## config.mk

```make
export PLATFORM = sky130hd
export DESIGN_NAME = lag_measure_ctrl_flat
export DESIGN_NICKNAME = d
export VERILOG_FILES = /design/src/rtl/lag_measure_ctrl_pkg.sv /design/src/rtl/lag_measure_ctrl_if.sv /design/src/rtl/lag_measure_ctrl_sensor_debounce.sv /design/src/rtl/lag_measure_ctrl.sv /design/src/flat_wrapper.sv
export SDC_FILE = /design/constraint.sdc
export NUM_CORES = 1
export LEC_CHECK = 0
export ABC_AREA = 1
export CORE_UTILIZATION = 36
export DETAILED_ROUTE_END_ITERATION = 6
export PLACE_DENSITY = 0.76
export SYNTH_ARGS = -nofsm -noshare
export SYNTH_HDL_FRONTEND = slang
export SYNTH_SLANG_ARGS = --single-unit
```

## constraint.sdc

```tcl
create_clock -name clock -period 1.39 [get_ports clock]
set_clock_uncertainty 0.1 [all_clocks]
set_input_delay 0.2085 -clock clock [delete_from_list [all_inputs] [get_ports clock]]
set_output_delay 0.2085 -clock clock [all_outputs]
set_load 0.1 [all_outputs]
```

## src/rtl/lag_measure_ctrl_pkg.sv

```systemverilog
// Shared state encoding and BCD constants for the lag measurement controller.
package lag_measure_ctrl_pkg;

    typedef enum logic [1:0] {
        IDLE    = 2'd0,
        CLEAR   = 2'd1,
        MEASURE = 2'd2,
        HOLDOFF = 2'd3
    } lag_state_t;

    localparam logic [19:0] DEFAULT_TIMEOUT_BCD = 20'h10000;
    localparam logic [19:0] BCD_INVALID         = 20'h99999;
    localparam int          CLEAR_CYCLES        = 2;

endpackage

```

## src/rtl/lag_measure_ctrl_if.sv

```systemverilog
// Signal bundle between the frame/sensor/counter environment (master) and the controller (slave).
interface lag_measure_ctrl_if;

    logic        start_pulse;
    logic        sensor;
    logic [19:0] bcdcount;
    logic        counter_reset;
    logic        result_valid;
    logic [19:0] result_bcd;
    logic        timeout;
    logic        busy;
    logic [19:0] min_bcd;
    logic [19:0] max_bcd;

    modport master (
        output start_pulse, sensor, bcdcount,
        input  counter_reset, result_valid, result_bcd, timeout, busy, min_bcd, max_bcd
    );

    modport slave (
        input  start_pulse, sensor, bcdcount,
        output counter_reset, result_valid, result_bcd, timeout, busy, min_bcd, max_bcd
    );

endinterface

```

## src/rtl/lag_measure_ctrl_sensor_debounce.sv

```systemverilog
// Two-flop synchronizer for the active-low photo sensor plus a run-length debounce counter.
module sensor_debounce
    import lag_measure_ctrl_pkg::*;
#(
    parameter int DEBOUNCE_CYCLES = 27
) (
    input  logic clock,
    input  logic reset,
    input  logic sensor,
    input  logic enable,
    output logic light_sync,
    output logic detect
);

    localparam int            CW         = $clog2(DEBOUNCE_CYCLES + 1);
    localparam logic [CW-1:0] LAST_COUNT = CW'(DEBOUNCE_CYCLES - 1);
    localparam logic [CW-1:0] FULL_COUNT = CW'(DEBOUNCE_CYCLES);

    logic          sync_meta;
    logic          sync_out;
    logic [CW-1:0] count;

    // Synchronizer idles at 1, which is "dark" for this sensor.
    always_ff @(posedge clock) begin
        if (reset) begin
            sync_meta <= 1'b1;
            sync_out  <= 1'b1;
        end else begin
            sync_meta <= sensor;
            sync_out  <= sync_meta;
        end
    end

    assign light_sync = ~sync_out;

    always_ff @(posedge clock) begin
        if (reset) begin
            count <= '0;
        end else if (!enable || !light_sync) begin
            count <= '0;
        end else if (count != FULL_COUNT) begin
            count <= count + CW'(1);
        end
    end

    // Fires on the sample that completes the run of DEBOUNCE_CYCLES light samples.
    assign detect = enable && light_sync && (count == LAST_COUNT);

endmodule

```

## src/rtl/lag_measure_ctrl.sv

```systemverilog
// Display lag measurement controller: clears an external BCD timer on frame start and latches it on light.
// Optional min/max result tracking is enabled by defining LAG_MIN_MAX_EN.
module lag_measure_ctrl
    import lag_measure_ctrl_pkg::*;
#(
    parameter int          DEBOUNCE_CYCLES = 27,
    parameter logic [19:0] TIMEOUT_BCD     = DEFAULT_TIMEOUT_BCD,
    parameter int          HOLDOFF_FRAMES  = 2
) (
    input  logic             clock,
    input  logic             reset,
    lag_measure_ctrl_if.slave bus
);

    localparam int             HW           = (HOLDOFF_FRAMES > 0) ? $clog2(HOLDOFF_FRAMES + 1) : 1;
    localparam logic [HW-1:0]  HOLDOFF_DONE = HW'(HOLDOFF_FRAMES);
    localparam int             CCW          = $clog2(CLEAR_CYCLES);
    localparam logic [CCW-1:0] CLEAR_LAST   = CCW'(CLEAR_CYCLES - 1);

    lag_state_t     state;
    logic [CCW-1:0] clear_cnt;
    logic [HW-1:0]  holdoff_cnt;
    logic           light_sync;
    logic           detect;
    logic           measuring;

    assign measuring = (state == MEASURE);

    sensor_debounce #(
        .DEBOUNCE_CYCLES(DEBOUNCE_CYCLES)
    ) u_debounce (
        .clock     (clock),
        .reset     (reset),
        .sensor    (bus.sensor),
        .enable    (measuring),
        .light_sync(light_sync),
        .detect    (detect)
    );

    always_ff @(posedge clock) begin
        if (reset) begin
            state             <= IDLE;
            bus.counter_reset <= 1'b0;
            bus.result_valid  <= 1'b0;
            bus.timeout       <= 1'b0;
            bus.busy          <= 1'b0;
            bus.result_bcd    <= '0;
            clear_cnt         <= '0;
            holdoff_cnt       <= '0;
        end else begin
            bus.counter_reset <= 1'b0;
            bus.result_valid  <= 1'b0;
            bus.timeout       <= 1'b0;
            case (state)
                IDLE: begin
                    if (bus.start_pulse) begin
                        state             <= CLEAR;
                        bus.counter_reset <= 1'b1;
                        bus.busy          <= 1'b1;
                        clear_cnt         <= '0;
                    end
                end
                CLEAR: begin
                    if (clear_cnt == CLEAR_LAST) begin
                        state <= MEASURE;
                    end else begin
                        clear_cnt <= clear_cnt + CCW'(1);
                    end
                end
                // Detection is tested first so it beats a timeout on the same sample.
                MEASURE: begin
                    if (detect) begin
                        bus.result_bcd   <= bus.bcdcount;
                        bus.result_valid <= 1'b1;
                        state            <= HOLDOFF;
                        holdoff_cnt      <= '0;
                    end else if (bus.bcdcount >= TIMEOUT_BCD) begin
                        bus.result_bcd <= BCD_INVALID;
                        bus.timeout    <= 1'b1;
                        state          <= HOLDOFF;
                        holdoff_cnt    <= '0;
                    end
                end
                HOLDOFF: begin
                    if ((holdoff_cnt == HOLDOFF_DONE) && !light_sync) begin
                        state    <= IDLE;
                        bus.busy <= 1'b0;
                    end else if (bus.start_pulse && (holdoff_cnt != HOLDOFF_DONE)) begin
                        holdoff_cnt <= holdoff_cnt + HW'(1);
                    end
                end
                default: begin
                    state    <= IDLE;
                    bus.busy <= 1'b0;
                end
            endcase
        end
    end

`ifdef LAG_MIN_MAX_EN
    // Extremes move with the detection sample so they change on the result_valid cycle.
    always_ff @(posedge clock) begin
        if (reset) begin
            bus.min_bcd <= BCD_INVALID;
            bus.max_bcd <= '0;
        end else if (detect) begin
            if (bus.bcdcount < bus.min_bcd) begin
                bus.min_bcd <= bus.bcdcount;
            end
            if (bus.bcdcount > bus.max_bcd) begin
                bus.max_bcd <= bus.bcdcount;
            end
        end
    end
`else
    assign bus.min_bcd = '0;
    assign bus.max_bcd = '0;
`endif

endmodule

```

## src/flat_wrapper.sv

```systemverilog
// flat-port wrapper written by rule: the top's interface ports become plain ports
module lag_measure_ctrl_flat import lag_measure_ctrl_pkg::*;
#(
    parameter int          DEBOUNCE_CYCLES = 27,
    parameter logic [19:0] TIMEOUT_BCD     = DEFAULT_TIMEOUT_BCD,
    parameter int          HOLDOFF_FRAMES  = 2
)
  (clock, reset, bus_start_pulse, bus_sensor, bus_bcdcount, bus_counter_reset, bus_result_valid, bus_result_bcd, bus_timeout, bus_busy, bus_min_bcd, bus_max_bcd);
  lag_measure_ctrl_if bus_i ();
  input  logic clock;
  input  logic reset;
  input wire logic [$bits(bus_i.start_pulse)-1:0] bus_start_pulse;
  input wire logic [$bits(bus_i.sensor)-1:0] bus_sensor;
  input wire logic [$bits(bus_i.bcdcount)-1:0] bus_bcdcount;
  output wire logic [$bits(bus_i.counter_reset)-1:0] bus_counter_reset;
  output wire logic [$bits(bus_i.result_valid)-1:0] bus_result_valid;
  output wire logic [$bits(bus_i.result_bcd)-1:0] bus_result_bcd;
  output wire logic [$bits(bus_i.timeout)-1:0] bus_timeout;
  output wire logic [$bits(bus_i.busy)-1:0] bus_busy;
  output wire logic [$bits(bus_i.min_bcd)-1:0] bus_min_bcd;
  output wire logic [$bits(bus_i.max_bcd)-1:0] bus_max_bcd;
  assign bus_i.start_pulse = bus_start_pulse;
  assign bus_i.sensor = bus_sensor;
  assign bus_i.bcdcount = bus_bcdcount;
  assign bus_counter_reset = bus_i.counter_reset;
  assign bus_result_valid = bus_i.result_valid;
  assign bus_result_bcd = bus_i.result_bcd;
  assign bus_timeout = bus_i.timeout;
  assign bus_busy = bus_i.busy;
  assign bus_min_bcd = bus_i.min_bcd;
  assign bus_max_bcd = bus_i.max_bcd;
  lag_measure_ctrl #(.DEBOUNCE_CYCLES(DEBOUNCE_CYCLES), .TIMEOUT_BCD(TIMEOUT_BCD), .HOLDOFF_FRAMES(HOLDOFF_FRAMES)) u_core (.clock(clock), .reset(reset), .bus(bus_i));
endmodule
```

Yosys cells after proc, flatten, opt, wreduce, memory -nomap -nowiden
Index checks and enable logic that the tools add are counted.
Operators by class
  add/subtract/negate cells: 3
  order comparisons: 1
  eq/ne operators: 13
  multiplexer cells: 22
  bitwise operators: 3
  reductions and logical operators: 20
Operators with widths (number)
  $mux W20: 2
  $ge A20 B17 Y1 const B: 1
  $mux W2: 9
  $pmux W2 S4: 1
  $reduce_and A4 Y1: 2
  $reduce_bool A2 Y1: 4
  $mux W1: 7
  $eq A2 B2 Y1 const B: 3
  $ne A2 B1 Y1 const B: 3
  $ne A2 B2 Y1 const B: 3
  $reduce_or A2 Y1: 3
  $add A5 B1 Y5 const B: 1
  $eq A5 B5 Y1 const B: 1
  $ne A5 B5 Y1 const B: 1
  $logic_and A1 B1 Y1: 4
  $pmux W1 S2: 2
  $pmux W2 S2: 1
  $reduce_and A2 Y1: 2
  $ne A3 B1 Y1 const B: 1
  $not A1 Y1: 3
  $reduce_and A3 Y1: 1
  $reduce_or A3 Y1: 1
  $add A2 B1 Y2 const B: 1
  $eq A2 B1 Y1 const B: 1
  other kinds (4): 4
Word-level totals
  register bits: 36
  output and inout port bits: 64
  logic and storage cells: 73

Depth between registers and ports, before layout
  depth in word-level cells: 5
  mapped depth: 10

Cells and area by module
From an unflattened synthesis, not the netlist that was laid out.
Unflattened totals
  cell total of the unflattened synthesis: 244
  area, all modules: 1853.0 µm²
Modules (own cells, without submodules)
  lag_measure_ctrl: instances 1, cells an instance 200, area an instance 1520.2 µm²
  sensor_debounce: instances 1, cells an instance 44, area an instance 332.8 µm²

Worst setup path after synthesis
Ideal clock, no wire load.
  kind: flip-flop to flip-flop
  from: reg u_core.state[0]
  to: reg u_core.bus.result_bcd[10]
  data arrival time: 1.303 ns
  data required time: 1.171 ns
  path slack: -0.132 ns
  cell stages (with the launch flop): 11
  buffers on the path: 1
  clock period less this slack: 1.522 ns
  cell sequence: dfxtp_1 > inv_1 > ha_1 > inv_2 > nor2_2 > nand3_2 > nand3_1 > nand2_1 > buf_4 > nand3_1 > nand2_1
On the way
  cells in the longest elaborated chain, start to end: 5
  elaborated cells on any way between the ends: 6
  classes of those cells: 1 x eq/ne; 1 x mux; 4 x reduce/logical
Ends and longest elaborated chain
  from (decl): line lag_measure_ctrl.sv:20  | lag_state_t state;
  from (signal assigned): line lag_measure_ctrl.sv:42  | state <= IDLE;
  from (signal assigned): line lag_measure_ctrl.sv:57  | state <= CLEAR;
  from (signal assigned): line lag_measure_ctrl.sv:65  | state <= MEASURE;
  $eq A2 B2 Y1 *: line lag_measure_ctrl.sv:27, lag_measure_ctrl.sv:54
  $logic_and A1 B1 Y1 (2 in a row): line lag_measure_ctrl_sensor_debounce.sv:47  | assign detect = enable && light_sync && (count == LAST_COUNT);
  $reduce_bool A2 Y1 (no line)
  $reduce_and A2 Y1 (no line)
  to (signal assigned): line lag_measure_ctrl.sv:73  | bus.result_bcd <= bus.bcdcount;
  to (decl): line lag_measure_ctrl_if.sv:22  | output counter_reset, result_valid, result_bcd, timeout, busy, min_bcd, max_bcd
Mark *: on every way between the ends. The rest lies on a longest branch, timed or not.
A chain may end at the register's enable or synchronous reset.

Worst setup path after layout
  from: reg u_core.state[0]
  to: reg u_core.state[1]
On the way
  cells in the longest elaborated chain, start to end: 5
  elaborated cells on any way between the ends: 13
  classes of those cells: 7 x eq/ne; 2 x mux; 4 x reduce/logical
Ends and longest elaborated chain (line)
  $eq A2 B2 Y1: lag_measure_ctrl.sv:27, lag_measure_ctrl.sv:54
  $logic_and A1 B1 Y1 (2 in a row): lag_measure_ctrl_sensor_debounce.sv:47
  $ne A3 B1 Y1 (no line) / $mux W2 (equally long branches)
  $reduce_and A4 Y1 (no line) / $pmux W2 S4 (equally long branches)
Parallel ways exist; a longest one is shown, timed or not.

==> results.ini <==
[routing]
wl_per_cell_microns=11.9
vias=1650
drc=0
drtIter0Drc=88
dr.pass1.iters=4
totalWireLength_mm=4.50
via_per_inst=4.35
postRouteAntennaNets=0

[clock_network]
cts_root_buf=clkbuf_8
tritoncts=done
cts_sinks=36
cts-buffers-inserted=5
cts_hold_buf=0
cts_buffer_depth=2
h-tree-depth=2
worstSkewPairLatency_ns=0.29
clk_pin_slew_worst_paths_ns=0.07

[place]
gp_congestion=0.788
dpl_cell_area_sq_um=2610
numPortBuffers=47
dp_hpwl_mm=2.92

[setup_path]
critPathRequiredTime_ns=1.51
rrSetupSlack_ns=-0.11
crit_chain=inv_2 -> ha_4 -> inv_4 -> nor2_4 -> nand3_4 -> nand2_1 -> nand2_1 -> nand2_1 -> nand2_1 -> nor2_1
critical_path_arrival_ns=1.61
cp_common_cell=nand2_1
cp_slowest_cell=dfxtp_2
crit_family=simple AND/OR/NAND/NOR gates
crit_fanout=5
critPathKind=reg2reg
critical_path_buf_inv_count=2
max_stage_delay_ns=0.33
critPathLaunchType=flip-flop
cp-end-kind=flip-flop

[timing]
hold_viol=0
finalSetupViolations=25
rsz0062_at_grt=true
fmaxAchievable_mhz=668
slew_violations=0
finalCritPeriodShare_pct=108
setup_ws_ns=-0.107
fin_crit_ns=1.50

[synth]
ys_seq_elements=36
synth_seq_area_share_pct=40.1
synth_area_sq_um=1800
syn-instance-count=234
yosysUniqueCellTypes=22
ys.warnings.count=0
avgSynthCellArea_sq_um=7.68

[global_routing]
antenna_found_initial=0
grt_use_total_pct=17.4
grt_max_degree=16
grt_pass1_vias=1515
grt.overflow.total=0
grt_pass1_wl_mm=6.78

[die]
start_util_pct=37.8
io-pin-count=88
dieArea_sq_um=5280
core-area_sq_um=4750
die-width_microns=72.6
num_rows=25
fp.dieH_microns=72.6

[final_layout]
utilization_pct=63.2
num-nets-final=344
final_cell_area_sq_um=3010
area_delta_synth_final_pct=67.3
diodes=0
final_common_cell=conb_1
drive_gt1_share_pct=38.1
layout.cells.most_common_list=40 x conb_1, 34 x nand2_1, 32 x dfxtp_1, 25 x buf_12

[flow_run]
cap_violations=0

[pwr]
irDropWorstVdd_uv=764
p_per_area_nw_per_um2=1750
p_leak_nw=1.28
power_mw=5.25

[worst_hold_path]
hp-class=reg2reg

[status]
status=finished, violations left
violations=negative setup slack

routing by layer:
layer	wire length [microns]	global-route usage [%]
met3	247	6.22
met2	2540	31.6
met1	1630	17.8
met5	0	0
met4	78	8.28
registers in the layout, summed over array words and instances, names as in the netlist:
register,flops
u_core.bus.result_valid,1
u_core.u_debounce.sync_meta,1
u_core.state,2
u_core.u_debounce.count,5
u_core.u_debounce.sync_out,1
u_core.bus.timeout,1
u_core.bus.counter_reset,1
u_core.bus.result_bcd,20
u_core.bus.busy,1
u_core.clear_cnt,1
u_core.holdoff_cnt,2
path summary, 6_finish.rpt:
| check | from | end | depth (start not counted) |
|---|---|---|---|
| worst max-delay path | u_core.state[0] | u_core.state[1] | 10 |
| worst max register to register | u_core.state[0] | u_core.state[1] | 10 |
| worst min register to register | u_core.u_debounce.sync_meta | u_core.u_debounce.sync_out | 1 |
| worst min-delay path | u_core.u_debounce.sync_meta | u_core.u_debounce.sync_out | 1 |
report_power, final:
group / internal, mW / switching, mW / leakage, nW
sequential: 1.23 / 0.178 / 0.295
combinational: 1.04 / 2.00 / 0.933
clock: 0.441 / 0.357 / 0.0503
total: 2.71 / 2.54 / 1.28
timing repair:
| action | CTS | global route |
|---|---|---|
| gates cloned | 2 | 0 |
| setup endpoints to repair | 27 | 30 |
| endpoints found under the hold margin | 0 | 0 |
| buffers inserted | 6 | 1 |
| resized for setup | 59 | 17 |
| pin swaps | 11 | 6 |
cells by family (layout without fill, tap and decap cells):
group	Yosys count	count (layout)	synth area share (%)
compound gates	34	34	9.61
xor+xnor	2	2	0.975
fa+ha+maj	8	8	5.57
buf+inv	69	108	23.7
flops	36	36	40.1
other cells	1	40	0.209
simple gates	84	84	19.8
layout make-up:
class	count	area [sq um]
Fill cell	393	1750
Multi-Input combinational cell	168	1010
Timing Repair Buffer	78	998
Sequential cell	36	728
Clock buffer	7	96.3
Inverter	23	88.8
Tap cell	67	83.8
synthesized netlist by cell type (all sizes together):
cell type  number  area [sq um]
nand3          16          85.1
o21a            1          7.51
inv            23          86.3
buf            44           330
ha              8           100
xor2            1          8.76
nor2           19          73.8
clkbuf          2          8.75
xnor2           1          8.76
nor3            1          5.00
nand2          43           161
or2             5          31.3
dfxtp          36           721
a21oi          18          90.1
o21ai          15          75.1
conb            1          3.75
metrics by stage:
stage	cells	setup TNS [ns]	hold WS, ns	setup slack, ns
6_report	379	-1.49	0.318	-0.107
5_1_grt	379	-3.70	0.328	-0.205
4_1_cts	378	-1.33	0.321	-0.0857
3_5_place_dp	364	-4.35	0.306	-0.250
3_3_place_gp	364	-2.75	0.297	-0.195
2_1_floorplan	273	0	0.178	0.0132
No activity file was read; power rests on OpenSTA's default activity.
